===== config.mk =====
export PLATFORM = sky130hd
export DESIGN_NAME = hier_rx
export DESIGN_NICKNAME = d
export VERILOG_FILES = /design/src/rtl/hier_rx_pkg.sv /design/src/rtl/hier_rx_sync.sv /design/src/rtl/hier_rx.sv
export SDC_FILE = /design/constraint.sdc
export NUM_CORES = 1
export LEC_CHECK = 0
export CAP_MARGIN = 10
export CORE_MARGIN = 8
export CORE_UTILIZATION = 57
export CTS_BUF_LIST = sky130_fd_sc_hd__clkbuf_4 sky130_fd_sc_hd__clkbuf_8
export DETAILED_ROUTE_END_ITERATION = 16
export GPL_ROUTABILITY_DRIVEN = 0
export GPL_TIMING_DRIVEN = 0
export PLACE_DENSITY = 0.89
export SLEW_MARGIN = 20
export SYNTH_ARGS = -nofsm -noshare
export SYNTH_HDL_FRONTEND = slang
export SYNTH_SLANG_ARGS = --single-unit

===== constraint.sdc =====
create_clock -name clock -period 2.1 [get_ports clock]
set_input_delay 0.315 -clock clock [delete_from_list [all_inputs] [get_ports clock]]
set_output_delay 0.315 -clock clock [all_outputs]
set_load 0.02 [all_outputs]

===== src/rtl/hier_rx_pkg.sv =====
// hier_rx_pkg -- definitions shared by the serial receiver (hier_rx) and the
// matching transmitter.
//   SYNC_STAGES     : depth of the rx input synchronizer (2 flops).
//   hier_rx_state_t : receiver FSM state encoding.
// Optional feature macro: HIER_RX_PARITY_EN adds the PARITY state.
package hier_rx_pkg;

    localparam int unsigned SYNC_STAGES = 2;

    // Encodings are fixed so that the parity build and the plain build
    // agree on the value of every state they have in common.
    typedef enum logic [2:0] {
        IDLE   = 3'd0,
        START  = 3'd1,
        DATA   = 3'd2,
`ifdef HIER_RX_PARITY_EN
        PARITY = 3'd3,
`endif
        STOP   = 3'd4,
        BREAK  = 3'd5
    } hier_rx_state_t;

endpackage


===== src/rtl/hier_rx_sync.sv =====
// hier_rx_sync -- multi-flop synchronizer for the asynchronous rx line.
// Ports:
//   clock   : sole clock
//   reset_n : asynchronous active-low reset; all stages reset to 1 (line idle)
//   d       : asynchronous input
//   q       : synchronized output, STAGES clocks behind d
module hier_rx_sync #(
    parameter int unsigned STAGES = 2
) (
    input  logic clock,
    input  logic reset_n,
    input  logic d,
    output logic q
);

    logic [STAGES-1:0] sync_q;
    logic [STAGES-1:0] sync_d;

    always_comb begin
        sync_d = {sync_q[STAGES-2:0], d};
    end

    always_ff @(posedge clock or negedge reset_n) begin
        if (!reset_n) begin
            sync_q <= '1;
        end else begin
            sync_q <= sync_d;
        end
    end

    assign q = sync_q[STAGES-1];

endmodule


===== src/rtl/hier_rx.sv =====
// hier_rx -- asynchronous serial receiver (start, WIDTH data bits LSB first,
// optional even parity bit, stop bit) with a one-word valid/ready output.
// Parameters:
//   WIDTH : data bits per frame (1..16)
//   DIV   : clocks per bit period (even, >= 2)
// Ports:
//   clock      : sole clock, rising edge
//   reset_n    : asynchronous active-low reset
//   rx         : serial line, idle high
//   ready      : consumer accepts data when valid && ready
//   data       : last received word
//   valid      : data holds an unconsumed word
//   frame_err  : one-cycle pulse, stop bit sampled 0 (word discarded)
//   overrun    : one-cycle pulse, completed word dropped (valid && !ready)
//   parity_err : one-cycle pulse coinciding with the delivery of a word whose
//                even parity failed (only with HIER_RX_PARITY_EN)
// Optional feature macro: HIER_RX_PARITY_EN.
module hier_rx
    import hier_rx_pkg::*;
#(
    parameter int unsigned WIDTH = 8,
    parameter int unsigned DIV   = 4
) (
    input  logic             clock,
    input  logic             reset_n,
    input  logic             rx,
    input  logic             ready,
    output logic [WIDTH-1:0] data,
    output logic             valid,
    output logic             frame_err,
    output logic             overrun
`ifdef HIER_RX_PARITY_EN
    ,
    output logic             parity_err
`endif
);

    localparam int unsigned CNT_W = $clog2(DIV);
    localparam int unsigned BIT_W = $clog2(WIDTH + 1);

    localparam logic [CNT_W-1:0] CNT_LAST = CNT_W'(DIV - 1);
    localparam logic [CNT_W-1:0] CNT_HALF = CNT_W'(DIV / 2 - 1);
    localparam logic [BIT_W-1:0] BIT_LAST = BIT_W'(WIDTH - 1);

    logic rx_s;

    hier_rx_state_t    state_q, state_d;
    logic [CNT_W-1:0]  cnt_q, cnt_d;
    logic [BIT_W-1:0]  bit_q, bit_d;
    logic [WIDTH-1:0]  shift_q, shift_d;
    logic [WIDTH-1:0]  data_q, data_d;
    logic              valid_q, valid_d;
    logic              frame_err_q, frame_err_d;
    logic              overrun_q, overrun_d;
    logic              word_done;
`ifdef HIER_RX_PARITY_EN
    logic              par_bad_q, par_bad_d;
    logic              parity_err_q, parity_err_d;
`endif

    hier_rx_sync #(
        .STAGES(SYNC_STAGES)
    ) u_sync (
        .clock   (clock),
        .reset_n (reset_n),
        .d       (rx),
        .q       (rx_s)
    );

    // Frame FSM: START samples mid-bit, every later sample is one full bit
    // period after the previous one, so all samples land mid-bit.
    always_comb begin
        state_d     = state_q;
        cnt_d       = cnt_q;
        bit_d       = bit_q;
        shift_d     = shift_q;
        word_done   = 1'b0;
        frame_err_d = 1'b0;
`ifdef HIER_RX_PARITY_EN
        par_bad_d   = par_bad_q;
`endif
        case (state_q)
            IDLE: begin
                cnt_d = '0;
                bit_d = '0;
                if (!rx_s) begin
                    state_d = START;
                end
            end
            START: begin
                if (cnt_q == CNT_HALF) begin
                    cnt_d   = '0;
                    state_d = rx_s ? IDLE : DATA;
                end else begin
                    cnt_d = cnt_q + CNT_W'(1);
                end
            end
            DATA: begin
                if (cnt_q == CNT_LAST) begin
                    cnt_d = '0;
                    // LSB arrives first, so shift right and insert at the top.
                    shift_d            = shift_q >> 1;
                    shift_d[WIDTH-1]   = rx_s;
                    bit_d              = bit_q + BIT_W'(1);
                    if (bit_q == BIT_LAST) begin
`ifdef HIER_RX_PARITY_EN
                        state_d = PARITY;
`else
                        state_d = STOP;
`endif
                    end
                end else begin
                    cnt_d = cnt_q + CNT_W'(1);
                end
            end
`ifdef HIER_RX_PARITY_EN
            PARITY: begin
                if (cnt_q == CNT_LAST) begin
                    cnt_d     = '0;
                    par_bad_d = (^shift_q) ^ rx_s;
                    state_d   = STOP;
                end else begin
                    cnt_d = cnt_q + CNT_W'(1);
                end
            end
`endif
            STOP: begin
                if (cnt_q == CNT_LAST) begin
                    cnt_d = '0;
                    if (rx_s) begin
                        word_done = 1'b1;
                        state_d   = IDLE;
                    end else begin
                        frame_err_d = 1'b1;
                        state_d     = BREAK;
                    end
                end else begin
                    cnt_d = cnt_q + CNT_W'(1);
                end
            end
            BREAK: begin
                // Wait out a held-low line so it is not taken as a new start.
                if (rx_s) begin
                    state_d = IDLE;
                end
            end
            default: begin
                state_d = IDLE;
            end
        endcase
    end

    // Output word register: a completed word is taken if the slot is empty
    // or being emptied this same cycle, otherwise it is dropped.
    always_comb begin
        data_d       = data_q;
        valid_d      = valid_q;
        overrun_d    = 1'b0;
`ifdef HIER_RX_PARITY_EN
        parity_err_d = 1'b0;
`endif
        if (word_done) begin
            if (!valid_q || ready) begin
                data_d       = shift_q;
                valid_d      = 1'b1;
`ifdef HIER_RX_PARITY_EN
                parity_err_d = par_bad_q;
`endif
            end else begin
                overrun_d = 1'b1;
            end
        end else if (valid_q && ready) begin
            valid_d = 1'b0;
        end
    end

    always_ff @(posedge clock or negedge reset_n) begin
        if (!reset_n) begin
            state_q      <= IDLE;
            cnt_q        <= '0;
            bit_q        <= '0;
            shift_q      <= '0;
            data_q       <= '0;
            valid_q      <= 1'b0;
            frame_err_q  <= 1'b0;
            overrun_q    <= 1'b0;
`ifdef HIER_RX_PARITY_EN
            par_bad_q    <= 1'b0;
            parity_err_q <= 1'b0;
`endif
        end else begin
            state_q      <= state_d;
            cnt_q        <= cnt_d;
            bit_q        <= bit_d;
            shift_q      <= shift_d;
            data_q       <= data_d;
            valid_q      <= valid_d;
            frame_err_q  <= frame_err_d;
            overrun_q    <= overrun_d;
`ifdef HIER_RX_PARITY_EN
            par_bad_q    <= par_bad_d;
            parity_err_q <= parity_err_d;
`endif
        end
    end

    assign data      = data_q;
    assign valid     = valid_q;
    assign frame_err = frame_err_q;
    assign overrun   = overrun_q;
`ifdef HIER_RX_PARITY_EN
    assign parity_err = parity_err_q;
`endif

endmodule


# [After elaboration in Yosys (flattened, before gate mapping)]
# Index checks and enable logic that the tools add are counted.
[word_totals] register_bits=30 latchBits=0 mem_bits_rw=0 mem_bits_ro=0 inputBits=4 word_cells=63 n_memories=0
[classes] add_sub_neg=2 n_mul=0 div_mod_pow=0 order_cmp=0 n_eq_ne=14 shifts=0 n_mux=25 bitwise_logic=0 reduce_logical=13
[ops] cell="2-to-1 mux 3 bit" count=7
[ops] cell="one-hot mux 3 bit (5 select lines)" count=1
[ops] cell="2-to-1 mux 1 bit" count=11
[ops] cell="inequality test 2 bit, second input constant" count=5
[ops] cell="one-hot mux 4 bit (2 select lines)" count=1
[ops] cell="AND reduction 2 bit" count=4
[ops] cell="equality test 3 bit, second input constant" count=2
[ops] cell="2-to-1 mux 2 bit" count=3
[ops] cell="one-hot mux 2 bit (3 select lines)" count=1
[ops] cell="AND reduction 6 bit" count=1
[ops] cell="adder 4 x 1 -> 4 bit, second input constant" count=1
[ops] cell="equality test 4 x 3 -> 1 bit, second input constant" count=1
[ops] cell="2-to-1 mux 4 bit" count=1
[ops] cell="inequality test 2 x 1 -> 1 bit, second input constant" count=2
[ops] cell="nonzero test 2 bit" count=2
[ops] cell="equality test 3 x 1 -> 1 bit, second input constant" count=1
[ops] cell="equality test 3 x 2 -> 1 bit, second input constant" count=1
[ops] cell="logical NOT 3 bit" count=1
[ops] cell="nonzero test 3 bit" count=1
[ops] cell="adder 2 x 1 -> 2 bit, second input constant" count=1
[ops] cell="equality test 2 x 1 -> 1 bit, second input constant" count=1
[ops] cell="equality test 2 bit, second input constant" count=1
[ops] cell="OR reduction 2 bit" count=1
[ops] cell="logical AND 1 bit" count=1
[ops] cell="2 further kinds" count=2

# [Logic depth before layout (Yosys ltp)]
# Gate-level depths: netlist of run 1.
[logic_depth] word_depth=5 depth_mapped=6

# [Hierarchy]
# Synthesis of run 1 repeated with hierarchy kept, for this count alone.
[unflattened] hier_cells=124 area_unflattened_um2=1342.5
[by_module_without_submodules] mod="hier_rx" n_inst=1 cells_per_inst=122 area_each_um2=1290.0 seq_area_each_um2=700.7
[by_module_without_submodules] mod="hier_rx_sync" n_inst=1 cells_per_inst=2 area_each_um2=52.6 seq_area_each_um2=52.6

# [Worst setup path after synthesis of run 1]
# Ideal clock, no wire load.
[synth_path] path_type="register to register" start="register cnt_q[1]" end="register data_q[0] (netlist: data[0])" setup_ps=125 arrival_time_ps=1670 required_ps=1975 slack_ps=306 stages_incl_launch_ff=5 n_path_buf=0 synth_period_minus_slack_ps=1794 cell_sequence="dfrtp_1 ha_1 or3b_4 nor3b_4 mux2_2"
[synth_between] elab_chain_cells=4
[synth_lines] item="start: declaration" line_no="hier_rx.sv:48" text="logic [CNT_W-1:0] cnt_q, cnt_d;"
[synth_lines] item="start signal: assignment" line_no="hier_rx.sv:193" text="cnt_q <= cnt_d;"
[synth_lines] item="equality test 2 bit" line_no="hier_rx.sv:128" text="if (cnt_q == CNT_LAST) begin"
[synth_lines] item="2-to-1 mux 1 bit" line_no="hier_rx.sv:128"
[synth_lines] item="2-to-1 mux 1 bit" line_no="hier_rx.sv:82" text="case (state_q)"
[synth_lines] item="AND reduction 2 bit (no source line)"
[synth_lines] item="end signal: assignment" line_no="hier_rx.sv:196" text="data_q <= data_d;"
[synth_lines] item="end: declaration" line_no="hier_rx.sv:51" text="logic [WIDTH-1:0] data_q, data_d;"
# No other way between the ends.
# A chain may end at the register's enable or synchronous reset.

# [Worst setup path after layout of run 1]
[layout_path] start="register cnt_q[1]" end="register data_q[7] (netlist: data[7])"
# The elaborated chain is that of the path after synthesis.

==> results of run 1 <==
## how the worst max path moves through the flow
| stage | startpoint | endpoint | depth (start not counted) |
|---|---|---|---|
| 2_1_floorplan | cnt_q[1]$_DFFE_PN0P_ | data[0]$_DFFE_PN0P_ | 4 |
| 5_1_grt | cnt_q[1]$_DFFE_PN0P_ | data[7]$_DFFE_PN0P_ | 5 |
| 4_1_cts | cnt_q[1]$_DFFE_PN0P_ | data[7]$_DFFE_PN0P_ | 4 |
| 6_report | cnt_q[1]$_DFFE_PN0P_ | data[7]$_DFFE_PN0P_ | 5 |
| 3_3_place_gp | cnt_q[1]$_DFFE_PN0P_ | data[4]$_DFFE_PN0P_ | 4 |
| 3_5_place_dp | cnt_q[0]$_DFFE_PN0P_ | data[7]$_DFFE_PN0P_ | 4 |
## kinds of logic after synthesis
| kind of cell | share of synthesized area (%) |
|---|---|
| buf+inv | 2.356 |
| compound gates | 3.865 |
| simple gates | 15.84 |
| fa+ha+maj | 5.467 |
| flops | 56.74 |
| xor+xnor | 0.6599 |
| mux | 15.08 |
## through the flow
stage	area, µm²	utilization, %
after floorplan	1328	-
after global placement	1503	67.93
after detailed placement	1498	67.70
after CTS	1562	70.59
after global routing	1582	71.49
final	1582	71.49
## area by class of cell
class                      count  area share, %
sequential                    30          47.63
buffer                         5          1.266
tap                           28          2.215
multi-input combinational     65          34.34
clock buffer                   6          3.244
inverter                       3         0.7120
timing repair buffer          15          9.810
clock inverter                 2         0.7911
## synth_stat cells, types with 2 or more instances
master and n:
clkbuf_1 4, mux2_2 16, nand3b_1 2, o21ai_0 2
nor2_1 7, nand2b_1 2, dfstp_2 2, a21oi_1 2
or3_1 2, ha_1 5, nand2_1 7, nor4bb_1 2
mux2i_1 2, dfrtp_1 28, inv_1 3
## per-layer routing
layer / up-vias / global-route usage [%] / routed length, µm
li1: 404 / - / -
met1: 417 / 14.51 / 992
met2: 19 / 19.88 / 1174
met3: 4 / 5.226 / 127
met4: 0 / 7.357 / 50
met5: - / 0 / 0
## repair_timing
action | in CTS | in global routing
hold buffers | 0 | 0
buffers inserted | 0 | 1
setup endpoints to repair | 0 | 5
hold endpoints to repair | 0 | 0
## state kept, by name (all words and copies together) (netlist names)
signal / flops
bit_q: 4
overrun: 1
frame_err: 1
cnt_q: 2
data: 8
valid: 1
u_sync.sync_q: 2
state_q: 3
shift_q: 8
## power groups by stage
stage,Sequential (mW),Clock (mW),Combinational (mW)
6_report,0.660,0.359,0.225
5_1_grt,0.666,0.387,0.254
4_1_cts,0.659,0.367,0.224
3_5_place_dp,0.670,0,0.222
3_3_place_gp,0.666,0,0.213
2_1_floorplan,0.657,0,0.175
==> impl_metrics.ini, run 1 <==
[power_and_ir_drop]
p_comb_share_pct = 18.1
p_int_uw = 884.9
p_switching_uw = 359.1
power.switching_fraction_pct = 28.87
power_density_mw_per_mm2 = 786.6
power_mw = 1.244
p_leak_nw = 0.7509
seqPwrFrac_pct = 53.0
peakVddDrop_mv = 0.6183
power_frac_clock_pct = 28.9

[status]
status = finished with violations
violations = hold timing

[timing]
worstMarginPinSlew_ns = 0.6317
fmax_ghz = 0.5283
slew_violations = 0
skew_ns = 0.01583
timing_hold_violations_final = 7
fin_crit_ns = 1.893
period_share_pct = 90.13
holdWs_ns = -0.01018
rsz0062_at_grt = no
setup_viol = 0
setup_tns_ns = 0
worst_slack_ns = 0.2073
relSlewSlack_pct = 57.89

[run]
drv_cap = 0

[detailed_routing]
drc = 0
routedWlPerCell_um = 15.22
vias = 844
wl_mm = 2.344
dr.pass1.iters = 4
ant_nets = 0
via_per_inst = 5.481
drt_iter0_markers = 12

[worst_setup_path]
slowest_stage = dfrtp_1
cp.required_ns = 2.30
max_stage_delay_ns = 0.43
r2r-end = data[7]$_DFFE_PN0P_
worst-path-max-fanout = 8
cp_cell_sequence = ha_1 -> or3b_4 -> nor3b_4 -> buf_12 -> mux2_2
r2r_setup_slack_ns = 0.21
timing.rr.start = cnt_q[1]$_DFFE_PN0P_
cp-start-kind = register
critical-path-top-delay-family = simple AND/OR/NAND/NOR gates
r2r_cells = 5
path_buf_inv = 1
critical_path_class = reg -> reg
cp.arrival_ns = 2.10
worstSetupEndpointType = register

[cells_and_area]
layout.cells.non_filler = 154
drive_above_1_share_pct = 26.98
final_nets = 134
area_delta_synth_final_pct = 19.13
fillers = 146
multi_input_area_um2 = 543.0
register_area_um2 = 753.2
diodes = 0
layout_common_cells = dfrtp_1 (28), mux2_2 (16), clkdlybuf4s50_1 (13)
final_common_cell = dfrtp_1

[worst_hold_path]
hold_class = in -> async

[clock_tree]
cts_tree = done
h-tree-depth = 2
clk_latency_ns = 0.33
root_buffer = clkbuf_4
path_clk_slew_ns = 0.10
cts_buffers = 5
ctsResizeCount = 0
cts.sinks = 30
clock_path_buffers = 2

[logic_synthesis]
synth_fp_nets = 112
netlist_instances = 103
avgSynthCellArea_um2 = 12.89
async_reset_ff_share_pct = 100.0
synthFlopType = dfrtp_1
ys_seq_area_share_pct = 56.74
yosysTopAreaCellShare_pct = 52.78
ys_warn_count = 0
yosysTopAreaCell = dfrtp_1
synth_edf_count = 0
ys_ff_latch = 30
netlist_top_cells_area = dfrtp_1 (53%), mux2_2 (14%), ha_1 (4.7%), dfstp_2 (4.0%), nand2_1 (2.0%)
synth_cell_types = 32
netlist_area_mm2 = 0.001328

[global_routing]
grt_pass1_vias = 863
gr-total-overflow = 0
antenna_found_initial = 0
grt_max_degree = 31
grt_use_total_pct = 12.78
grt_first_pass_wirelength_mm = 4.071

[die]
die-area_mm2 = 0.004129
die_h_um = 64.26
initial_core_util_pct = 60.01
pin_count = 15
core-area_mm2 = 0.002212
die_x_um = 64.26
fp-row-count = 17

[placed_design]
dp_hpwl_mm = 1.699
place_ws_ns = 0.08463
io_buffers = 14
placed_cells = 145
No activity file was read; power rests on OpenSTA's default activity.
==> run 2, diff against run 1 <==
--- a/config.mk
+++ b/config.mk
@@ -15,3 +15,3 @@
 export PLACE_DENSITY = 0.89
-export SLEW_MARGIN = 20
+export SLEW_MARGIN = 25
 export SYNTH_ARGS = -nofsm -noshare
--- a/constraint.sdc
+++ b/constraint.sdc
@@ -3,2 +3,2 @@
 set_output_delay 0.315 -clock clock [all_outputs]
-set_load 0.02 [all_outputs]
+set_load 0.05 [all_outputs]
==> results of run 2 <==
Final layout, timing and power as in run 1 (identical DEF).
==> run 3, diff against run 2 <==
Settings changed: GPL_ROUTABILITY_DRIVEN 0 to unset.
==> results of run 3 <==
Final layout, timing and power as in run 1 (identical DEF).
